File: src/rtl/bananachine_pkg.sv
// Shared definitions for the PSR / branch-resolution slice: PSR bit positions,
// condition-code encodings and the branch unit FSM state encoding.
package bananachine_pkg;

  localparam int PSR_C = 0;
  localparam int PSR_L = 2;
  localparam int PSR_F = 5;
  localparam int PSR_Z = 6;
  localparam int PSR_N = 7;

  localparam logic [15:0] PSR_IMPL_MASK = 16'h00E5;

  localparam logic [3:0] COND_EQ = 4'h0;
  localparam logic [3:0] COND_NE = 4'h1;
  localparam logic [3:0] COND_CS = 4'h2;
  localparam logic [3:0] COND_CC = 4'h3;
  localparam logic [3:0] COND_HI = 4'h4;
  localparam logic [3:0] COND_LS = 4'h5;
  localparam logic [3:0] COND_GT = 4'h6;
  localparam logic [3:0] COND_LE = 4'h7;
  localparam logic [3:0] COND_FS = 4'h8;
  localparam logic [3:0] COND_FC = 4'h9;
  localparam logic [3:0] COND_LO = 4'hA;
  localparam logic [3:0] COND_HS = 4'hB;
  localparam logic [3:0] COND_LT = 4'hC;
  localparam logic [3:0] COND_GE = 4'hD;
  localparam logic [3:0] COND_UC = 4'hE;
  localparam logic [3:0] COND_NV = 4'hF;

  typedef enum logic [0:0] {
    ST_IDLE = 1'b0,
    ST_RESP = 1'b1
  } bu_state_t;

endpackage

File: src/rtl/psr_branch_unit_cond_eval.sv
// Combinational condition evaluator: PSR flags + 4-bit condition code -> taken.
// Shared with the decoder hazard logic, so it carries no state.
module cond_eval
  import bananachine_pkg::*;
(
  input  logic [15:0] psr,
  input  logic [3:0]  cond,
  output logic        taken
);

  logic c, l, f, z, n;

  assign c = psr[PSR_C];
  assign l = psr[PSR_L];
  assign f = psr[PSR_F];
  assign z = psr[PSR_Z];
  assign n = psr[PSR_N];

  always_comb begin
    taken = 1'b0;
    case (cond)
      COND_EQ: taken = z;
      COND_NE: taken = !z;
      COND_CS: taken = c;
      COND_CC: taken = !c;
      COND_HI: taken = l;
      COND_LS: taken = !l;
      COND_GT: taken = n;
      COND_LE: taken = !n;
      COND_FS: taken = f;
      COND_FC: taken = !f;
      COND_LO: taken = !l && !z;
      COND_HS: taken = l || z;
      COND_LT: taken = !n && !z;
      COND_GE: taken = n || z;
      COND_UC: taken = 1'b1;
      COND_NV: taken = 1'b0;
      default: taken = 1'b0;
    endcase
  end

endmodule

File: src/rtl/psr_branch_unit.sv
// PSR register plus Bcond/Jcond resolver with a one-deep valid/ready response slot.
// Optional build macro PSR_BYPASS_EN forwards same-cycle flag writes into evaluation.
module psr_branch_unit
  import bananachine_pkg::*;
#(
  parameter int PC_W   = 16,
  parameter int DISP_W = 8
) (
  input  logic              clk,
  input  logic              reset_n,
  input  logic [15:0]       alu_flags,
  input  logic              we_cf,
  input  logic              we_nzl,
  input  logic              psr_we,
  input  logic [15:0]       psr_wdata,
  input  logic              req_valid,
  output logic              req_ready,
  input  logic              req_jump,
  input  logic [3:0]        req_cond,
  input  logic [PC_W-1:0]   req_pc,
  input  logic [DISP_W-1:0] req_disp,
  input  logic [PC_W-1:0]   req_target,
  output logic              rsp_valid,
  input  logic              rsp_ready,
  output logic              rsp_taken,
  output logic [PC_W-1:0]   rsp_next_pc,
  output logic [15:0]       psr,
  output bu_state_t         dbg_state
);

  // Handshake: a transfer happens on any rising edge where valid && ready are both
  // high; valid never drops and payload never changes until that edge.

  logic [15:0]     alu_impl;
  logic [15:0]     psr_nxt;
  logic [15:0]     eval_psr;
  logic            cond_taken;
  logic [PC_W-1:0] disp_sext;
  logic [PC_W-1:0] branch_target;
  logic [PC_W-1:0] next_pc;
  logic            accept;
  bu_state_t       state;

  assign alu_impl = alu_flags & PSR_IMPL_MASK;

  // LPR overrides ALU writes; the two ALU write groups touch disjoint bits.
  always_comb begin
    psr_nxt = psr;
    if (psr_we) begin
      psr_nxt = psr_wdata & PSR_IMPL_MASK;
    end else begin
      if (we_cf) begin
        psr_nxt[PSR_C] = alu_impl[PSR_C];
        psr_nxt[PSR_F] = alu_impl[PSR_F];
      end
      if (we_nzl) begin
        psr_nxt[PSR_N] = alu_impl[PSR_N];
        psr_nxt[PSR_Z] = alu_impl[PSR_Z];
        psr_nxt[PSR_L] = alu_impl[PSR_L];
      end
    end
  end

  always_ff @(posedge clk or negedge reset_n) begin
    if (!reset_n) begin
      psr <= '0;
    end else begin
      psr <= psr_nxt;
    end
  end

`ifdef PSR_BYPASS_EN
  assign eval_psr = psr_nxt;
`else
  assign eval_psr = psr;
`endif

  cond_eval u_cond_eval (
    .psr   (eval_psr),
    .cond  (req_cond),
    .taken (cond_taken)
  );

  assign disp_sext     = {{(PC_W-DISP_W){req_disp[DISP_W-1]}}, req_disp};
  assign branch_target = req_jump ? req_target : (req_pc + disp_sext);
  assign next_pc       = cond_taken ? branch_target : (req_pc + PC_W'(1));

  assign req_ready = !rsp_valid || rsp_ready;
  assign accept    = req_valid && req_ready;
  assign dbg_state = state;

  always_ff @(posedge clk or negedge reset_n) begin
    if (!reset_n) begin
      state       <= ST_IDLE;
      rsp_valid   <= 1'b0;
      rsp_taken   <= 1'b0;
      rsp_next_pc <= '0;
    end else begin
      case (state)
        ST_IDLE: begin
          if (accept) begin
            state       <= ST_RESP;
            rsp_valid   <= 1'b1;
            rsp_taken   <= cond_taken;
            rsp_next_pc <= next_pc;
          end
        end
        ST_RESP: begin
          if (rsp_ready) begin
            if (req_valid) begin
              rsp_taken   <= cond_taken;
              rsp_next_pc <= next_pc;
            end else begin
              state     <= ST_IDLE;
              rsp_valid <= 1'b0;
            end
          end
        end
        default: begin
          state     <= ST_IDLE;
          rsp_valid <= 1'b0;
        end
      endcase
    end
  end

endmodule
File: config.mk
export PLATFORM = sky130hd
export DESIGN_NAME = psr_branch_unit
export DESIGN_NICKNAME = d
export VERILOG_FILES = /design/src/rtl/bananachine_pkg.sv /design/src/rtl/psr_branch_unit_cond_eval.sv /design/src/rtl/psr_branch_unit.sv
export SDC_FILE = /design/constraint.sdc
export NUM_CORES = 1
export LEC_CHECK = 0
export ABC_AREA = 1
export CORE_AREA = 4 4 84 86
export CTS_BUF_LIST = sky130_fd_sc_hd__clkbuf_8
export DETAILED_ROUTE_END_ITERATION = 10
export DIE_AREA = 0 0 88 90
export GPL_TIMING_DRIVEN = 0
export HOLD_SLACK_MARGIN = 0.08
export PLACE_DENSITY = 0.9
export SLEW_MARGIN = 10
export SYNTH_ARGS = -nofsm -noshare
export SYNTH_HDL_FRONTEND = slang
export SYNTH_SLANG_ARGS = --single-unit
File: constraint.sdc
create_clock -name clk -period 4.4 [get_ports clk]
set_input_delay 0.88 -clock clk [delete_from_list [all_inputs] [get_ports clk]]
set_output_delay 0.88 -clock clk [all_outputs]
set_load 0.01 [all_outputs]
==> results.md, run 1 <==
- Outcome: finished, final reports clean
- Number of global-route vias before repair: 2990
- Number of hold violations in the final report: 0
- Startpoint of the tightest hold check path: rsp_next_pc[15]
- Root cell of the clock tree: clkbuf_8
- Required time reported for the critical path endpoint: 3.52 ns
- Wire per inst: 12.2 um
- Total of max-cap violations: 0
- Floorplan row count: 29
- Hold crit path type: register to register
- Multiplexer share of the synthesized area: 0
- P per Cell Area: 266 nW/um^2
- Reg-to-Reg Start: psr[6]
- Combinational family with the most area after synthesis: simple AND/OR/NAND/NOR gates
- Post-Synth Simple-Gate Area: 0.448
- Resized Gates After CTS: 0
- Xor and xnor area share after synthesis: 0.0509
- Setup Crit Path Kind: input pin to primary output
- Maximum net fanout on the critical path: 3
- Slowest stage delay, CP: 0.53 ns
- Clk slew on worst S/H paths: 0.09 ns
- Aggregate routed wire length: 7800 um
- Number of H-tree levels: 1
- Yosys Warn Count: 0
- Per-instance average area after synthesis: 5.95 sq um
- Count of antenna diodes in the layout: 0
- Setup TNS: 0 ns
- Highest attainable clock frequency: 0.340 GHz
- Max Buffers Root-to-Sink: 2
- Setup Viol. Count Final: 0
- Horizontal die dimension: 88 um
- Hold Path Stages: 2
- Adder and majority cell fraction of the synthesized area: 0.0800
- Worst slew slack as a fraction of its limit: 0.310
- GRT overflow: 0
- Max-slew violation count: 0
- Capture instance of the worst register-to-register path: rsp_next_pc[0]
- Category of the worst setup path capture point: primary output
- Detailed Route Iter0 Violations: 138
- Number of detailed-routing iterations run before antenna repair: 4
- Syn Std Cell Area: 2750 sq um
- Clock latency on the worst-skew pair: 0.27 ns
- Worst Skew: 0.00420 ns
- Number of register bits inferred by synthesis: 24
- Crit path DAT: 2.06 ns
- CP startpoint kind: input pin
- Number of distinct standard cells referenced by the synthesized netlist: 32
- Ratio of cells with drive above 1 in the final layout: 0.0605
- Cell breakdown of the critical path: clkdlybuf4s50_1 > inv_1 > nand2_1 > clkdlybuf4s50_1
- Largest net degree at the start of global routing: 25
- RSZ-0062 raised after global routing: false
- Effective utilization at floorplan: 0.439
- Vert. Die Dim: 90 um
- Placer congestion estimate: 0.889
- Number of CTS-inserted buffers: 3
- Synthesized netlist cell count: 463
- Number of setup buffers added after CTS: 0
- Maximum vdd ir drop: 0.230 mV
- Global-route wire length before repair: 12900 um
- Per-cell via count in the routed design: 4.92
- Post-synthesis compound-gate area fraction: 0.0723
- Post-DRT Antenna Nets: 0
- Growth of design area from synthesis to finish: 38.4%
- HPWL reported at the end of detailed placement: 6640 um
- Total of buffers placed on input and output ports: 85
- Transition at the pin with the smallest max-transition slack: 1.03 ns
- Final net count: 664
- Reg2reg path depth: 11
- Clk sink count: 24
- Total power after layout: 1.01 mW
- # DRC: 0
- Overall fraction of global-route tracks in use: 0.194
- Core outline area: 6280 sq um
- TritonCTS clock tree: yes
- Min cycle time layout: 2.94 ns
- Slowest stage cell on the critical path: clkdlybuf4s50_1
- Hold path endpoint: rsp_next_pc[15]
- Register-to-register setup slack: 2.70 ns
- Sequential cell area fraction in the yosys report: 0.218
- Most repeated library cell on the critical path: clkdlybuf4s50_1
- Layout Utilization: 0.607
- Pleak: 1.98 nW
- Hold-fix buffers, CTS: 0
- Final clock period utilization by the worst path: 0.668
- Antenna violations before repair: 0
- Via total after detailed routing: 3144
- Die Footprint: 7920 sq um
- I/O pin count: 120
## cells in the mapped netlist
master / n / area share
a21boi_2: 1 / 0.0041
a21oi_1: 14 / 0.025
a21oi_2: 2 / 0.0064
and2_1: 1 / 0.0023
buf_4: 12 / 0.033
buf_8: 1 / 0.0055
clkbuf_1: 7 / 0.0095
conb_1: 1 / 0.0014
dfrtp_1: 24 / 0.22
fa_1: 1 / 0.0073
ha_1: 16 / 0.073
inv_1: 59 / 0.080
inv_2: 1 / 0.0014
nand2_1: 176 / 0.24
nand2_2: 1 / 0.0023
nand2_4: 1 / 0.0041
nand3_1: 51 / 0.093
nand3_2: 2 / 0.0073
nand3b_1: 1 / 0.0027
nand4_1: 4 / 0.0091
nor2_1: 39 / 0.053
nor2_2: 1 / 0.0023
nor2_4: 1 / 0.0041
nor3_1: 5 / 0.0091
nor3_2: 2 / 0.0073
o211ai_1: 3 / 0.0082
o21ai_0: 11 / 0.020
o21ai_1: 2 / 0.0036
o22ai_1: 2 / 0.0045
or2_2: 5 / 0.011
xnor2_1: 4 / 0.013
xor2_1: 12 / 0.038
## cells by family (layout without fill, tap and decap cells)
group	after synthesis	after routing
other cells	1	11
buf+inv	80	169
compound gates	35	35
fa+ha+maj	17	17
xor+xnor	16	16
flops	24	24
simple gates	290	290
## worst max-delay path, delay by kind of cell
kind | cells | cell delay [ns]
AND/OR/NAND/NOR | 1 | 0.08
buffers and inverters | 3 | 1.10
## where the power goes
part	switching (mW)	internal (mW)	leakage (nW)	total (mW)
Clock	0.0742	0.122	0.0357	0.196
Sequential	0.0336	0.275	0.288	0.308
Combinational	0.256	0.251	1.66	0.508
Total	0.364	0.648	1.98	1.01
## worst max path at each step
| stage | start | end | cells after the start |
|---|---|---|---|
| 3_3_place_gp | req_disp[7] | rsp_next_pc[15] | 13 |
| 2_1_floorplan | req_pc[0] | rsp_next_pc[14] | 14 |
| 4_1_cts | rsp_ready | req_ready | 4 |
| 5_1_grt | req_disp[7] | rsp_next_pc[15] | 13 |
| 6_report | rsp_ready | req_ready | 4 |
| 3_5_place_dp | req_disp[7] | rsp_next_pc[15] | 13 |
## metrics by stage
| step | instances | instance area [sq um] | hold WS [ns] | worst slack [ns] |
|---|---|---|---|---|
| 3_5_place_dp | 635 | 3740 | 0.465 | 1.29 |
| 4_1_cts | 639 | 3810 | 0.490 | 1.46 |
| 5_1_grt | 639 | 3810 | 0.514 | 1.32 |
| 2_1_floorplan | 473 | 2790 | 0.515 | 2.10 |
| 6_report | 639 | 3810 | 0.489 | 1.46 |
| 3_3_place_gp | 635 | 3740 | 0.462 | 1.34 |
## cell usage in the layout, fill, tap and decap left out, types with 3 or more instances in the layout
cell type          n
dfrtp_1           24
nand3_1           51
nor2_1            39
a21oi_1           14
xnor2_1            4
nand4_1            4
xor2_1            12
nor3_1             5
conb_1            11
clkbuf_1           7
inv_1             59
nand2_1          176
clkbuf_8           3
buf_4             12
ha_1              16
or2_2              5
clkdlybuf4s50_1   85
o211ai_1           3
o21ai_0           11
## per-layer routing
layer	vias up	track usage	wire length (um)
met3	11	0.0183	471
li1	1630	-	-
met4	0	0.0627	108
met2	99	0.348	3960
met1	1404	0.239	3250
met5	-	0	0
## sequential cells by signal, indices dropped and copies added (netlist names)
name / cells
rsp_next_pc: 16
psr: 5
dbg_state: 1
rsp_taken: 1
rsp_valid: 1
## cell type report
type | count | area [sq um]
plain buffers | 20 | 131
inverters | 60 | 225
well taps | 77 | 96.3
multi-input cells | 369 | 1830
clock buffers | 3 | 41.3
clock inverters | 1 | 30.0
flip-flops and latches | 24 | 601
repair buffers | 85 | 851
fillers | 580 | 2470
Note: power is estimated with default switching activity, not from simulation.
==> run 2, diff against run 1 <==
Settings changed: CORE_AREA 4 4 84 86 to 4 4 88 90, DIE_AREA 0 0 88 90 to 0 0 92 94, PLACE_DENSITY 0.9 to 0.87.
Clock period 4.4 ns to 2.7 ns, I/O delays scaled along.
==> run 2 against run 1 <==
Net effect:
- hold slack better by 0.00063 ns
- critical path depth is 11 higher
- power is 63% higher
- critical path type is now input pin to register
- critical endpoint is now rsp_next_pc[10]
- highest routed layer unchanged
==> results.md, run 2 (synthesis results as in run 1) <==
- Outcome: finished, final reports clean
- Min cycle time layout: 2.45 ns
- Die Footprint: 8650 sq um
- Max-slew violation count: 0
- Fraction of power consumed by combinational cells: 0.505
- Growth of design area from synthesis to finish: 39.5%
- Worst Skew: 0.00300 ns
- Slowest stage cell on the critical path: clkdlybuf4s50_1
- Overall fraction of global-route tracks in use: 0.186
- I/O pin count: 120
- Most repeated library cell on the critical path: nand2_1
- Clk slew on worst S/H paths: 0.08 ns
- Slowest stage delay, CP: 0.48 ns
- P per Cell Area: 430 nW/um^2
- Area of combinational cells with multiple inputs: 1840 sq um
- Setup Crit Path Kind: input pin to register
- Number of flip-flops in the largest register: 16
- RSZ-0062 raised after global routing: false
- Global-route wire length before repair: 13400 um
- Leading cell types in the layout, fill and taps excluded: 176 x nand2_1, 84 x clkdlybuf4s50_1, 59 x inv_1, 51 x nand3_1, 39 x nor2_1
- Largest net degree at the start of global routing: 25
- Largest registers in the final layout: rsp_next_pc (16), psr (5)
- HPWL reported at the end of detailed placement: 6770 um
- Register name with the most flops: rsp_next_pc
- Detailed Route Iter0 Violations: 151
- Total power after layout: 1.65 mW
- Number of H-tree levels: 1
- Post-DRT Antenna Nets: 0
- Layout Utilization: 0.544
- Horizontal die dimension: 92 um
- Number of CTS-inserted buffers: 3
- Pleak: 1.99 nW
- Wire per inst: 12.2 um
- # DRC: 0
- Maximum vdd ir drop: 0.213 mV
- Total of max-cap violations: 0
- Crit path DAT: 2.62 ns
- Aggregate routed wire length: 8090 um
- Number of setup buffers added after CTS: 0
- Final clock period utilization by the worst path: 0.908
- Via total after detailed routing: 3175
- Sequential share of power: 0.304
- Switching power as a share of total power: 0.362
- Placer congestion estimate: 0.881
- Effective utilization at floorplan: 0.390
- Floorplan row count: 31
- Category of the worst setup path capture point: register
- Per-cell via count in the routed design: 4.80
- CP startpoint kind: input pin
- Highest attainable clock frequency: 0.408 GHz
- Clock latency on the worst-skew pair: 0.27 ns
- Number of detailed-routing iterations run before antenna repair: 5
- Final net count: 664
- Final-layout fill cell count: 685
- Clk sink count: 24
- Number of hold violations in the final report: 0
- TritonCTS clock tree: yes
- Setup Viol. Count Final: 0
- Worst slew slack as a fraction of its limit: 0.273
- Setup TNS: 0 ns
- Clock share of power: 0.191
- GRT overflow: 0
- Number of non-filler instances in the completed layout: 661
- Root cell of the clock tree: clkbuf_8
- Total net switching power: 0.598 mW
- Max Buffers Root-to-Sink: 2
- Vert. Die Dim: 94 um
- Total of buffers placed on input and output ports: 85
- Cell breakdown of the critical path: clkdlybuf4s50_1 > ha_2 > fa_1 > nand2_1 > nand2_1 > nand3b_1 > nand2_1 > nand2_1 > nand2_1 > nand2_1 > nand3_1 > o21ai_1 > nand2_1 > nand2_1 > nand2_1
- Core outline area: 7060 sq um
- Number of global-route vias before repair: 3048
- Ratio of cells with drive above 1 in the final layout: 0.0623
- Most common cell after layout, fill and taps aside: nand2_1
- Internal: 1.06 mW
- Required time reported for the critical path endpoint: 2.87 ns
- Hold crit path type: register to register
- Antenna violations before repair: 0
- Sequential cell area: 601 sq um
- Cell Count Post-Placement: 657
- Count of antenna diodes in the layout: 0
- Transition at the pin with the smallest max-transition slack: 1.09 ns
- Maximum net fanout on the critical path: 4
-- run 2: worst max-delay path, delay by kind of cell --
kind                     cells  cell delay [ns]
AO/OA/AOI/OAI                1             0.13
buffers and inverters        1             0.48
adder cells (fa/ha/maj)      2             0.62
AND/OR/NAND/NOR             11             0.85
-- run 2: path summary, 6_finish.rpt --
path                                 start              end  slack, ns  cells after the start
max                              req_pc[0]  rsp_next_pc[10]       0.25                     15
min                        rsp_next_pc[15]  rsp_next_pc[15]       0.49                      2
max reg2reg                         psr[2]  rsp_next_pc[13]       0.91                      9
min reg2reg                rsp_next_pc[15]  rsp_next_pc[15]       0.49                      2
max in group asynchronous          reset_n  rsp_next_pc[10]       1.19                      1
min in group asynchronous          reset_n   rsp_next_pc[2]       0.85                      1
-- run 2: through the flow --
stage	cell area, sq um	hold WS (ns)	worst slack (ns)
after floorplan	2790	0.244	0.745
after global routing	3840	0.499	0.00363
final	3840	0.490	0.247
after detailed placement	3760	0.466	-0.0503
after global placement	3760	0.461	-0.0286
after CTS	3840	0.491	0.226
-- run 2: power groups by stage --
stage	registers, mW	clock network, mW	logic, mW
floorplan	0.545	0	0.395
global placement	0.505	0	0.808
detailed placement	0.509	0	0.828
CTS	0.502	0.321	0.835
global route	0.513	0.333	0.922
finish	0.503	0.315	0.835
-- run 2: metal layers --
metal / GRT usage / routed length, um / vias to the layer above
met5: 0 / 0 / -
met4: 0.0619 / 152 / 0
met3: 0.0256 / 508 / 14
met2: 0.356 / 4090 / 121
met1: 0.211 / 3340 / 1405
li1: - / - / 1635
-- run 2: timing repair --
item / 4_1_cts / 5_1_grt
gates resized for setup: 0 / 3
hold buffers: 0 / 0
endpoints found under the setup margin: 0 / 2
-- run 2: area by class of cell --
class                   instances  area share
plain buffers                  20      0.0342
clock buffers                   3      0.0107
clock inverters                 1     0.00782
inverters                      60      0.0586
multi-input cells             369       0.478
flip-flops and latches         24       0.156
well taps                      99      0.0322
repair buffers                 85       0.222
==> run 3, diff against run 2 <==
Settings changed: GPL_ROUTABILITY_DRIVEN from default to 0, SKIP_LAST_GASP from default to 1.
==> run 3 against run 2 <==
Net effect:
- sequential cell count did not move
- hold slack got worse by 0.0057 ns
- clock skew rose by 0.0043 ns
- register-to-register slack got worse by 0.05 ns
- global-route usage barely moved
- final cell count did not move
- combinational power fell by 0.5%
- clock power fell by 25%
==> results.md, run 3 (synthesis results as in run 1) <==
- Outcome: finished, final reports clean
- GRT overflow: 0
- Crit path DAT: 2.62 ns
- Hold-fix buffers, CTS: 0
- Per-cell via count in the routed design: 4.79
- Largest net degree at the start of global routing: 25
- Required time reported for the critical path endpoint: 2.86 ns
- Largest registers in the final layout: rsp_next_pc (16), psr (5)
- Resized Gates After CTS: 0
- Category of the worst setup path capture point: register
- Number of H-tree levels: 1
- Total of max-cap violations: 0
- Maximum net fanout on the critical path: 4
- Effective utilization at floorplan: 0.390
- CP startpoint kind: input pin
- Clk slew on worst S/H paths: 0.08 ns
- Total power after layout: 1.57 mW
- TritonCTS clock tree: yes
- I/O pin count: 120
- HPWL reported at the end of detailed placement: 6750 um
- Final non-filler cell area: 3820 sq um
- # DRC: 0
- Antenna violations before repair: 0
- Overall fraction of global-route tracks in use: 0.187
- Buffers and inverters on the worst path: 1
- Maximum vdd ir drop: 0.200 mV
- Vert. Die Dim: 94 um
- Clock latency on the worst-skew pair: 0.26 ns
- Fraction of power consumed by combinational cells: 0.529
- Most repeated library cell on the critical path: nand2_1
- Via total after detailed routing: 3165
- Clk sink count: 24
- Leading cell types in the layout, fill and taps excluded: 176 x nand2_1, 84 x clkdlybuf4s50_1, 59 x inv_1, 51 x nand3_1, 39 x nor2_1
- Number of non-filler instances in the completed layout: 661
- Max-slew violation count: 0
- Highest attainable clock frequency: 0.406 GHz
- P per Cell Area: 411 nW/um^2
- Ratio of cells with drive above 1 in the final layout: 0.0605
- Number of hold violations in the final report: 0
- Post-DP Area: 3760 sq um
- Total net switching power: 0.585 mW
- Transition at the pin with the smallest max-transition slack: 1.07 ns
- Number of global-route vias before repair: 3182
- Wire per inst: 12.0 um
- Pleak: 1.98 nW
- Register name with the most flops: rsp_next_pc
- Count of antenna diodes in the layout: 0
- Horizontal die dimension: 92 um
- Final clock period utilization by the worst path: 0.912
- Number of CTS-inserted buffers: 3
- Number of setup buffers added after CTS: 0
- RSZ-0062 raised after global routing: false
- Min Hold Slack: 0.484 ns
- Family of cells with the greatest summed delay on the critical path: simple AND/OR/NAND/NOR gates
- Internal: 0.987 mW
- Cell breakdown of the critical path: clkdlybuf4s50_1 > ha_1 > fa_1 > nand2_1 > nand2_1 > nand3b_1 > nand2_1 > nand2_1 > nand2_1 > nand2_1 > nand2_1 > nor2_1 > nor2_1 > nor2_1 > nor2_1
- Total of buffers placed on input and output ports: 85
- Detailed Route Iter0 Violations: 149
- Floorplan row count: 31
- Core outline area: 7060 sq um
- Die Footprint: 8650 sq um
- Hold crit path type: register to register
- Most common cell after layout, fill and taps aside: nand2_1
- Worst slew slack as a fraction of its limit: 0.282
- Final net count: 664
- Post-DRT Antenna Nets: 0
- Worst Skew: 0.00730 ns
- Setup Crit Path Kind: input pin to register
- Growth of design area from synthesis to finish: 38.9%
- Min cycle time layout: 2.46 ns
- Slowest stage delay, CP: 0.48 ns
- Slowest stage cell on the critical path: clkdlybuf4s50_1
- Max Buffers Root-to-Sink: 2
- Aggregate routed wire length: 7900 um
- Global-route wire length before repair: 13500 um
- Clock share of power: 0.151
- Number of flip-flops in the largest register: 16
- Cell Count Post-Placement: 657
- Sequential share of power: 0.320
- Setup Viol. Count Final: 0
- Root cell of the clock tree: clkbuf_8
- Register-to-register setup slack: 0.86 ns
- Number of detailed-routing iterations run before antenna repair: 4
- Switching power as a share of total power: 0.372
run 3: cell count changes in the layout (fill, tap and decap cells not counted), sizes merged:
cell and delta:
clkbuf +1, bufinv -1
run 3: power by group through the flow:
stage          Combinational (mW)  Clock, mW  Sequential (mW)
6_report                    0.831      0.237            0.503
5_1_grt                     0.924      0.260            0.512
4_1_cts                     0.833      0.242            0.503
3_5_place_dp                0.827          0            0.509
3_3_place_gp                0.805          0            0.504
2_1_floorplan               0.395          0            0.545
run 3: worst min-delay path, stage by stage, from the launching register on:
cell     delay [ns]
dfrtp_1        0.35
nand2_1        0.05
nand2_1        0.05
run 3: final timing paths:
path,start,end,cells after the start
worst max register to register,psr[2],rsp_next_pc[2],9
min in group asynchronous,reset_n,rsp_next_pc[10],1
worst min register to register,rsp_next_pc[10],rsp_next_pc[10],2
worst min-delay path,rsp_next_pc[10],rsp_next_pc[10],2
worst max-delay path,req_pc[0],rsp_next_pc[14],15
max in group asynchronous,reset_n,rsp_next_pc[9],1
run 3: routing by layer:
metal  global-route usage  part of all wire
met1                0.211              0.41
met4               0.0879             0.036
met2                0.340              0.49
met5                    0                 0
met3               0.0321             0.063
run 3: metrics by stage:
stage                     setup WS, ns   util  setup TNS [ns]
after floorplan                  0.745      -               0
after detailed placement       -0.0532  0.533         -0.0994
after global routing           0.00985  0.541               0
after CTS                        0.222  0.541               0
after global placement         0.00608  0.533               0
final                            0.239  0.541               0
run 3: final cells by class:
cell class	instances	area [sq um]
Inverter	60	225
Sequential cell	24	601
Buffer	20	131
Clock buffer	4	55.1
Timing Repair Buffer	85	853
Fill cell	701	3240
Multi-Input combinational cell	369	1830
Tap cell	99	124
